--- src/rtl/tcb_lib_pkg.sv ---
// Shared TCB library types and helpers used by the arbiter slice.
package tcb_lib_pkg;

    // Arbiter lock state: IDLE searches for a requester, LOCK holds the grant until rdy.
    typedef enum logic {
        IDLE = 1'b0,
        LOCK = 1'b1
    } arb_state_t;

    localparam int unsigned DLY_MAX = 8;

    // Select width; a single port still needs a one-bit select.
    function automatic int unsigned sel_width(input int unsigned pn);
        return (pn > 1) ? $clog2(pn) : 1;
    endfunction

endpackage

--- src/rtl/tcb_lib_arbiter_if.sv ---
// Request/grant/select bundle between TCB managers, arbiter and shared subordinate.
interface tcb_lib_arbiter_if
    import tcb_lib_pkg::*;
#(
    parameter int unsigned PN = 2
) ();

    localparam int unsigned PL = sel_width(PN);

    logic [PN-1:0] req;
    logic          rdy;
    logic [PN-1:0] gnt;
    logic [PL-1:0] sel;
    logic [PL-1:0] rsp_sel;

    modport master (output req, rdy, input gnt, sel, rsp_sel);
    modport slave  (input req, rdy, output gnt, sel, rsp_sel);

endinterface

--- src/rtl/tcb_lib_arbiter_rr.sv ---
// Wrapped priority search: first requester at or above ptr, else first below ptr.
module tcb_lib_arbiter_rr #(
    parameter int unsigned PN = 2,
    parameter int unsigned PL = 1
) (
    input  logic [PN-1:0] req_i,
    input  logic [PL-1:0] ptr_i,
    output logic [PN-1:0] gnt_o,
    output logic [PL-1:0] idx_o,
    output logic          any_o
);

    // Two ordered passes replace a modulo index and give the wrap PN-1 -> 0.
    always_comb begin
        gnt_o = '0;
        idx_o = '0;
        any_o = 1'b0;
        for (int i = 0; i < PN; i++) begin
            if (!any_o && req_i[i] && (PL'(i) >= ptr_i)) begin
                any_o    = 1'b1;
                gnt_o[i] = 1'b1;
                idx_o    = PL'(i);
            end
        end
        for (int i = 0; i < PN; i++) begin
            if (!any_o && req_i[i] && (PL'(i) < ptr_i)) begin
                any_o    = 1'b1;
                gnt_o[i] = 1'b1;
                idx_o    = PL'(i);
            end
        end
    end

endmodule

--- src/rtl/tcb_lib_arbiter.sv ---
// Round-robin TCB arbiter with grant lock and delayed response-path select.
module tcb_lib_arbiter
    import tcb_lib_pkg::*;
#(
    parameter int unsigned PN  = 2,
    parameter int unsigned DLY = 1
) (
    input  logic              clk,
    input  logic              rst,
    tcb_lib_arbiter_if.slave  arb
);

    localparam int unsigned PL = sel_width(PN);

    if (PN == 1) begin : g_single
        assign arb.gnt     = rst ? arb.req : '0;
        assign arb.sel     = '0;
        assign arb.rsp_sel = '0;
    end else begin : g_multi
        arb_state_t    state_q, state_d;
        logic [PL-1:0] ptr_q, ptr_d;
        logic [PL-1:0] lock_q, lock_d;
        logic [PL-1:0] last_q, last_d;
        logic [PN-1:0] rr_gnt;
        logic [PL-1:0] rr_idx;
        logic          rr_any;
        logic [PN-1:0] gnt_c;
        logic [PL-1:0] sel_c;
        logic [PL-1:0] sel_o;
        logic          trn_c;
        logic          req_lock_c;

        tcb_lib_arbiter_rr #(.PN(PN), .PL(PL)) u_rr (
            .req_i (arb.req),
            .ptr_i (ptr_q),
            .gnt_o (rr_gnt),
            .idx_o (rr_idx),
            .any_o (rr_any)
        );

        // State register: lock state, round-robin pointer, locked and last index.
        always_ff @(posedge clk or negedge rst) begin
            if (!rst) begin
                state_q <= IDLE;
                ptr_q   <= '0;
                lock_q  <= '0;
                last_q  <= '0;
            end else begin
                state_q <= state_d;
                ptr_q   <= ptr_d;
                lock_q  <= lock_d;
                last_q  <= last_d;
            end
        end

        // Next state: lock on an unaccepted grant, release on transfer or dropped request.
        always_comb begin
            state_d = state_q;
            ptr_d   = ptr_q;
            lock_d  = lock_q;
            last_d  = last_q;
            case (state_q)
                IDLE: begin
                    if (rr_any && !arb.rdy) begin
                        state_d = LOCK;
                        lock_d  = rr_idx;
                    end
                end
                LOCK: begin
                    if (trn_c || !req_lock_c) state_d = IDLE;
                end
                default: state_d = IDLE;
            endcase
            if (trn_c) ptr_d = (sel_c == PL'(PN - 1)) ? '0 : sel_c + PL'(1);
            if (|gnt_c) last_d = sel_c;
        end

        // Outputs: locked index wins, else search result, else the last granted index.
        always_comb begin
            gnt_c = '0;
            sel_c = last_q;
            if (state_q == LOCK) begin
                for (int i = 0; i < PN; i++) gnt_c[i] = (PL'(i) == lock_q);
                sel_c = lock_q;
            end else if (rr_any) begin
                gnt_c = rr_gnt;
                sel_c = rr_idx;
            end
        end

        assign req_lock_c = |(arb.req & gnt_c);
        assign trn_c      = req_lock_c && arb.rdy;
        assign sel_o      = rst ? sel_c : '0;
        assign arb.gnt    = rst ? gnt_c : '0;
        assign arb.sel    = sel_o;

        lock_hold_a: assert property (@(posedge clk) disable iff (!rst)
            (state_q == LOCK) |-> req_lock_c);

        if (DLY == 0) begin : g_rsp_comb
            assign arb.rsp_sel = sel_o;
        end else begin : g_rsp_pipe
            logic [PL-1:0] pipe_q [DLY];
            logic [PL-1:0] pipe_d [DLY];

            // Stage 0 captures sel on transfer; later stages shift every cycle.
            always_comb begin
                pipe_d = pipe_q;
                if (trn_c) pipe_d[0] = sel_o;
                for (int i = 1; i < DLY; i++) pipe_d[i] = pipe_q[i-1];
            end

            // Response select pipeline registers.
            always_ff @(posedge clk or negedge rst) begin
                if (!rst) begin
                    for (int i = 0; i < DLY; i++) pipe_q[i] <= '0;
                end else begin
                    pipe_q <= pipe_d;
                end
            end

            assign arb.rsp_sel = pipe_q[DLY-1];
        end
    end

endmodule

--- src/flat_wrapper.sv ---
// flat-port wrapper written by rule: the top's interface ports become plain ports
module tcb_lib_arbiter_flat import tcb_lib_pkg::*;
#(
    parameter int unsigned PN  = 2,
    parameter int unsigned DLY = 1
)
  (clk, rst, arb_req, arb_rdy, arb_gnt, arb_sel, arb_rsp_sel);
  tcb_lib_arbiter_if #(.PN(PN)) arb_i ();
  input  logic clk;
  input  logic rst;
  input wire logic [$bits(arb_i.req)-1:0] arb_req;
  input wire logic [$bits(arb_i.rdy)-1:0] arb_rdy;
  output wire logic [$bits(arb_i.gnt)-1:0] arb_gnt;
  output wire logic [$bits(arb_i.sel)-1:0] arb_sel;
  output wire logic [$bits(arb_i.rsp_sel)-1:0] arb_rsp_sel;
  assign arb_i.req = arb_req;
  assign arb_i.rdy = arb_rdy;
  assign arb_gnt = arb_i.gnt;
  assign arb_sel = arb_i.sel;
  assign arb_rsp_sel = arb_i.rsp_sel;
  tcb_lib_arbiter #(.PN(PN), .DLY(DLY)) u_core (.clk(clk), .rst(rst), .arb(arb_i));
endmodule
--- config.mk ---
export PLATFORM = sky130hd
export DESIGN_NAME = tcb_lib_arbiter_flat
export DESIGN_NICKNAME = d
export VERILOG_FILES = /design/src/rtl/tcb_lib_pkg.sv /design/src/rtl/tcb_lib_arbiter_if.sv /design/src/rtl/tcb_lib_arbiter_rr.sv /design/src/rtl/tcb_lib_arbiter.sv /design/src/flat_wrapper.sv
export SDC_FILE = /design/constraint.sdc
export NUM_CORES = 1
export LEC_CHECK = 0
export ABC_CLOCK_PERIOD_IN_PS = 1490
export CORE_AREA = 2 2 39 41
export CTS_CLUSTER_SIZE = 12
export DETAILED_ROUTE_END_ITERATION = 10
export DIE_AREA = 0 0 41 43
export GPL_TIMING_DRIVEN = 0
export HOLD_SLACK_MARGIN = 0.05
export PLACE_DENSITY = 0.6
export SETUP_SLACK_MARGIN = 0.3
export SLEW_MARGIN = 0
export SYNTH_ARGS = -nofsm -noshare
export SYNTH_HDL_FRONTEND = slang
export SYNTH_HIERARCHICAL = 1
export SYNTH_SLANG_ARGS = --single-unit
--- constraint.sdc ---
create_clock -name clk -period 1.49 [get_ports clk]
set_input_delay 0.298 -clock clk [delete_from_list [all_inputs] [get_ports clk]]
set_output_delay 0.298 -clock clk [all_outputs]
set_load 0.005 [all_outputs]
Word-level counts from Yosys, hierarchy flattened

Cells that the tools add are included.

Bits in registers: 5
Logic and storage cells: 50
Output and inout port bits: 4

Reductions and logical operators: 18
Bitwise operators: 3
Mux-type cells: 19
Add/sub/neg operators: 1
Order comparisons: 4

Operator list:

| operator            | number |
|---|---|
| $mux 1              | 15 |
| $logic_and 1x1->1   | 9 |
| $mux 2              | 3 |
| $logic_not 1->1     | 5 |
| $reduce_or 2->1     | 2 |
| $and 2x2->2         | 1 |
| $ge 1x1->1 const A  | 2 |
| $lt 1x1->1 const A  | 2 |
| $not 1->1           | 2 |
| $pmux 1 s2          | 1 |
| $reduce_and 2->1    | 1 |
| $add 1x1->1 const B | 1 |
| $logic_or 1x1->1    | 1 |

Logic depth before layout (Yosys ltp)

Depth after elaboration: 23
Gate-level depth with buffers: 5

By module

Netlist, hierarchy kept.

By module, submodules not included:

| module             | instances | cells an instance | seq. area each (µm²) | area an instance (µm²) |
|---|---|---|---|---|
| tcb_lib_arbiter    | 1         | 32                | 125.1                | 312.8 |
| tcb_lib_arbiter_rr | 1         | 5                 | 0.0                  | 32.5 |

Worst setup path after synthesis

OpenSTA, ideal clock, no wires.

Path type: input -> output
Start: input arb_req[0]
End: output arb_sel
Cell stages on the path: 4
Path slack: 63 ps
Path buffers: 0
Arrival: 1129 ps
Cells stage by stage: or2_1 > mux2_1 > o211ai_1 > inv_1

Longest elaborated chain between the ends: 17
Elaborated cells on any way between the ends: 20
Those cells by class: mux: 10; reduce/logical: 10

Ends and longest elaborated chain:

| element                        | line                     | text |
|---|---|---|
| from (decl)                    | flat_wrapper.sv:11       | `input wire logic [$bits(arb_i.req)-1:0] arb_req;` |
| $logic_and 1x1->1              | tcb_lib_arbiter_rr.sv:19 | `if (!any_o && req_i[i] && (PL'(i) >= ptr_i)) begin` |
| $mux 1                         | tcb_lib_arbiter_rr.sv:19 |  |
| $logic_not 1->1                | tcb_lib_arbiter_rr.sv:19 |  |
| $logic_and 1x1->1 (2 in a row) | tcb_lib_arbiter_rr.sv:19 |  |
| $mux 1                         | tcb_lib_arbiter_rr.sv:19 |  |
| $logic_not 1->1                | tcb_lib_arbiter_rr.sv:26 | `if (!any_o && req_i[i] && (PL'(i) < ptr_i)) begin` |
| $logic_and 1x1->1 (2 in a row) | tcb_lib_arbiter_rr.sv:26 |  |
| $mux 1                         | tcb_lib_arbiter_rr.sv:26 |  |
| $logic_not 1->1                | tcb_lib_arbiter_rr.sv:26 |  |
| $logic_and 1x1->1 (2 in a row) | tcb_lib_arbiter_rr.sv:26 |  |
| $mux 1                         | tcb_lib_arbiter_rr.sv:26 |  |
| $mux 1 *                       | tcb_lib_arbiter.sv:85    | `end else if (rr_any) begin` |
| $mux 1 *                       | tcb_lib_arbiter.sv:82    | `if (state_q == LOCK) begin` |
| $mux 1 *                       | tcb_lib_arbiter.sv:93    | `assign sel_o = rst ? sel_c : '0;` |
| to (decl)                      | flat_wrapper.sv:14       | `output wire logic [$bits(arb_i.sel)-1:0] arb_sel;` |

Mark *: on every way between the ends. The rest lies on a longest branch, timed or not.

Worst setup path in the final report

Start: register u_core.g_multi.ptr_q
End: output arb_sel

Longest elaborated chain between the ends: 18
Elaborated cells on any way between the ends: 24
Those cells by class: order compare: 4; mux: 10; reduce/logical: 10

Ends and longest elaborated chain:

| element                        | line                     | text |
|---|---|---|
| from (decl)                    | tcb_lib_arbiter.sv:21    | `logic [PL-1:0] ptr_q, ptr_d;` |
| from (signal assigned)         | tcb_lib_arbiter.sv:50    | `ptr_q <= ptr_d;` |
| $ge 1x1->1                     | tcb_lib_arbiter_rr.sv:19 |  |
| $logic_and 1x1->1              | tcb_lib_arbiter_rr.sv:19 |  |
| $mux 1                         | tcb_lib_arbiter_rr.sv:19 |  |
| $logic_not 1->1                | tcb_lib_arbiter_rr.sv:19 |  |
| $logic_and 1x1->1 (2 in a row) | tcb_lib_arbiter_rr.sv:19 |  |
| $mux 1                         | tcb_lib_arbiter_rr.sv:19 |  |
| $logic_not 1->1                | tcb_lib_arbiter_rr.sv:26 |  |
| $logic_and 1x1->1 (2 in a row) | tcb_lib_arbiter_rr.sv:26 |  |
| $mux 1                         | tcb_lib_arbiter_rr.sv:26 |  |
| $logic_not 1->1                | tcb_lib_arbiter_rr.sv:26 |  |
| $logic_and 1x1->1 (2 in a row) | tcb_lib_arbiter_rr.sv:26 |  |
| $mux 1 *                       | tcb_lib_arbiter_rr.sv:26 |  |
| via u_core.g_multi.rr_idx      | tcb_lib_arbiter.sv:25    | `logic [PL-1:0] rr_idx;` |
| $mux 1 *                       | tcb_lib_arbiter.sv:85    |  |
| $mux 1 *                       | tcb_lib_arbiter.sv:82    |  |
| $mux 1 *                       | tcb_lib_arbiter.sv:93    |  |

The timed path passes the listed nets; every way through them passes the cells marked *.

==> metrics.md <==
| Metric | Value |
|---|---|
| Die Y | 43 µm |
| Fin Hold WS | 0.5233 ns |
| HPWL Detailed | 568.9 µm |
| Seq/Total Area, Yosys | 36.23% |
| CP endpoint kind | output pin |
| IO Count | 9 |
| Sequential share of power | 26.8% |
| Switching Fraction | 31.13% |
| Switching power total | 0.2603 mW |
| Static leakage | 0.3321 nW |
| Register Area | 126.4 µm² |
| Post-synth top area cell | dfrtp_1 |
| Cell count after synthesis | 37 |
| Peak VDD IR | 0.7214 mV |
| Hold Fails Final Rpt | 0 |
| Die X | 41 µm |
| Multi-input gate area | 250.2 µm² |
| Worst-Margin Slew | 0.2420 ns |
| Largest net degree at the start of global routing | 7 |
| Failing checks | setup timing |
| Period utilization | 116.7% |
| Full die area | 1763 µm² |
| Syn Area/Cell | 9.333 µm² |
| Clock latency on the worst-skew pair | 0.24 ns |
| Vias post-DR | 373 |
| Mapped Nets | 42 |
| Combinational Power Share | 54.4% |
| Worst Path Max Fanout | 2 |
| Worst endpoint required time | 1.19 ns |
| Fillcell total | 137 |
| Post-DR vias/cell | 4.605 |
| Initial antenna violation count | 0 |
| F_max | 0.5751 GHz |
| Main area contributors after synthesis | dfrtp_1, mux2_4, a21boi_1 |
| CTS sink count | 5 |
| Critical path class | flip-flop to output pin |
| Layout cells sized above 1 | 58.46% |
| Clk root buf | clkbuf_4 |
| CTS tree | yes |
| R2R depth | 8 |
| Syn Std Cell Area | 345.3 µm² |
| Starting DRT DRC Count | 4 |
| WL met1 | 460 µm |
| Cell Int Power | 0.5760 mW |
| Area added between synthesis and finish | 85.51% |
| GR Overflow Total | 0 |
| Drt total wl | 1.070 mm |
| Top cell type's share of synthesized area | 36.23% |
| Slew HR | 83.82% |
| FF+latch count, synth | 5 |
| Final WS setup | -0.2489 ns |
| Pwr dens | 1306 nW/µm² |
| Synth warn | 6 |
| Met2 Wirelength | 533 µm |
| Startpoint types | flip-flop |
| Max_cap viols | 0 |
| WL/cell | 13.21 µm |
| Synth cell types | 19 |
| Htree depth | 1 |
| Highest metal used | met4 |
| Worst EP arrival | 1.44 ns |
| Wire length on met3 | 55 µm |
| Hold Path Class | flip-flop to flip-flop |
| Final slew viol count | 0 |
| Core Area | 1384 µm² |
| Drt pass-1 iters | 3 |
| Final Setup Violations | 5 |
| RSZ-0062 raised after global routing | true |
| GPL Wtd Cong | 0.6396 |
| Outcome | finished, violations left |
| Hold Crit Depth | 2 |
| Worst Clk Skew | 0.003121 ns |
| Input/output buffers | 8 |
| Tmin final | 1.739 ns |
| # DRC | 0 |
| Layout net count | 71 |
| Antenna diodes | 0 |
| Cts bufs inserted | 3 |
| Number of global-route vias before repair | 382 |
| Clock Power Share | 18.8% |
| Starting density of the core | 24.95% |
| Remaining antenna violation count | 0 |
| First-pass GRT wire length | 1.662 mm |
| Total GRT Usage | 14.37% |
| Num rows | 14 |
| Setup Slack @ Placement | -0.9832 ns |
| Max Root-Sink Buffers | 2 |
| Reg clk slew, reported paths | 0.04 ns |
==> sequential cells by signal, indices dropped and copies added, names as in the netlist <==
| register | count |
|---|---|
| u_core/g_multi.state_q | 1 |
| u_core/g_multi.last_q | 1 |
| u_core/g_multi.lock_q | 1 |
| u_core/g_multi.ptr_q | 1 |
| u_core/arb.rsp_sel | 1 |
==> through the flow <==
| step | TNS, ns | area, µm² | utilization (%) | power (mW) | std cells |
|---|---|---|---|---|---|
| global placement | -4.150 | 459.2 | 33.18 | 0.4715 | 61 |
| CTS | -0.4155 | 583.1 | 42.13 | 0.7253 | 77 |
| global route | -1.353 | 640.6 | 46.29 | 0.9007 | 81 |
| detailed placement | -4.178 | 459.2 | 33.18 | 0.4765 | 61 |
| finish | -0.9564 | 640.6 | 46.29 | 0.8363 | 81 |
| floorplan | 0 | 359.1 | - | 0.3814 | 37 |
==> critical path: stages (launching register included) <==
cell	delay, ns
dfrtp_1	0.39
inv_2	0.07
a21boi_2	0.06
mux2_4	0.26
o211ai_1	0.23
inv_1	0.06
buf_2	0.12
==> path summary, 6_finish.rpt <==
path                                        from                     end  slack (ns)
min                        u_core/g_multi.last_q   u_core/g_multi.last_q        0.52
max reg2reg                 u_core/g_multi.ptr_q    u_core/g_multi.ptr_q       -0.24
min reg2reg                u_core/g_multi.last_q   u_core/g_multi.last_q        0.52
max in group asynchronous                    rst  u_core/g_multi.state_q        0.65
min in group asynchronous                    rst    u_core/g_multi.ptr_q        0.62
max                         u_core/g_multi.ptr_q                 arb_sel       -0.25
==> final cells by class <==
cell class,count,area share (%)
inverters,5,2.930
multi-input cells,27,39.06
clock buffers,4,4.102
well taps,16,3.125
flip-flops and latches,5,19.73
repair buffers,24,31.05
==> metal layers <==
layer	up-vias	global-route usage, %
met5	-	0
met4	0	6.000
met2	10	22.81
li1	185	-
met1	176	17.82
met3	2	3.141
==> power by group through the flow <==
stage	Sequential [mW]	Clock [mW]	Combinational (mW)
6_report	0.224	0.157	0.455
5_1_grt	0.230	0.178	0.493
4_1_cts	0.222	0.163	0.340
3_5_place_dp	0.229	0	0.247
3_3_place_gp	0.227	0	0.244
2_1_floorplan	0.221	0	0.160
==> what timing repair did <==
action | in CTS | in global routing
hold endpoints to repair | 5 | 0
setup buffers | 11 | 4
setup endpoints to repair | 9 | 8
cloned | 0 | 0
hold buffers | 1 | 0
pin swaps | 9 | 6
gates resized for setup | 28 | 8
==> layout by cell type (no fill, tap or decap), types with 2 or more instances in the layout <==
master,synthesis,final
a21boi_2,0,3
buf_2,0,4
buf_4,0,13
buf_6,0,2
clkbuf_4,0,3
dfrtp_1,5,4
inv_1,5,4
mux2_4,2,4
mux2i_1,2,2
nand2b_1,3,2
nor2_1,3,2
o21ai_1,1,2
==> synthesized netlist by cell type (all sizes together) <==
cell	number
or2	1
a21boi	3
and2	1
dfrtp	5
a32o	1
inv	5
mux2i	2
o21ai	2
o211ai	1
mux2	4
a21oi	2
nor2b	1
nand2b	3
a22oi	1
a22o	1
nand2	1
nor2	3
==> cells by family after synthesis <==
logic type,Yosys count,share of synthesized area (%)
buf+inv,5,5.435
flops,5,36.23
compound gates,11,22.10
simple gates,10,15.22
mux,6,21.01
Note: power is estimated with default switching activity, not from simulation.
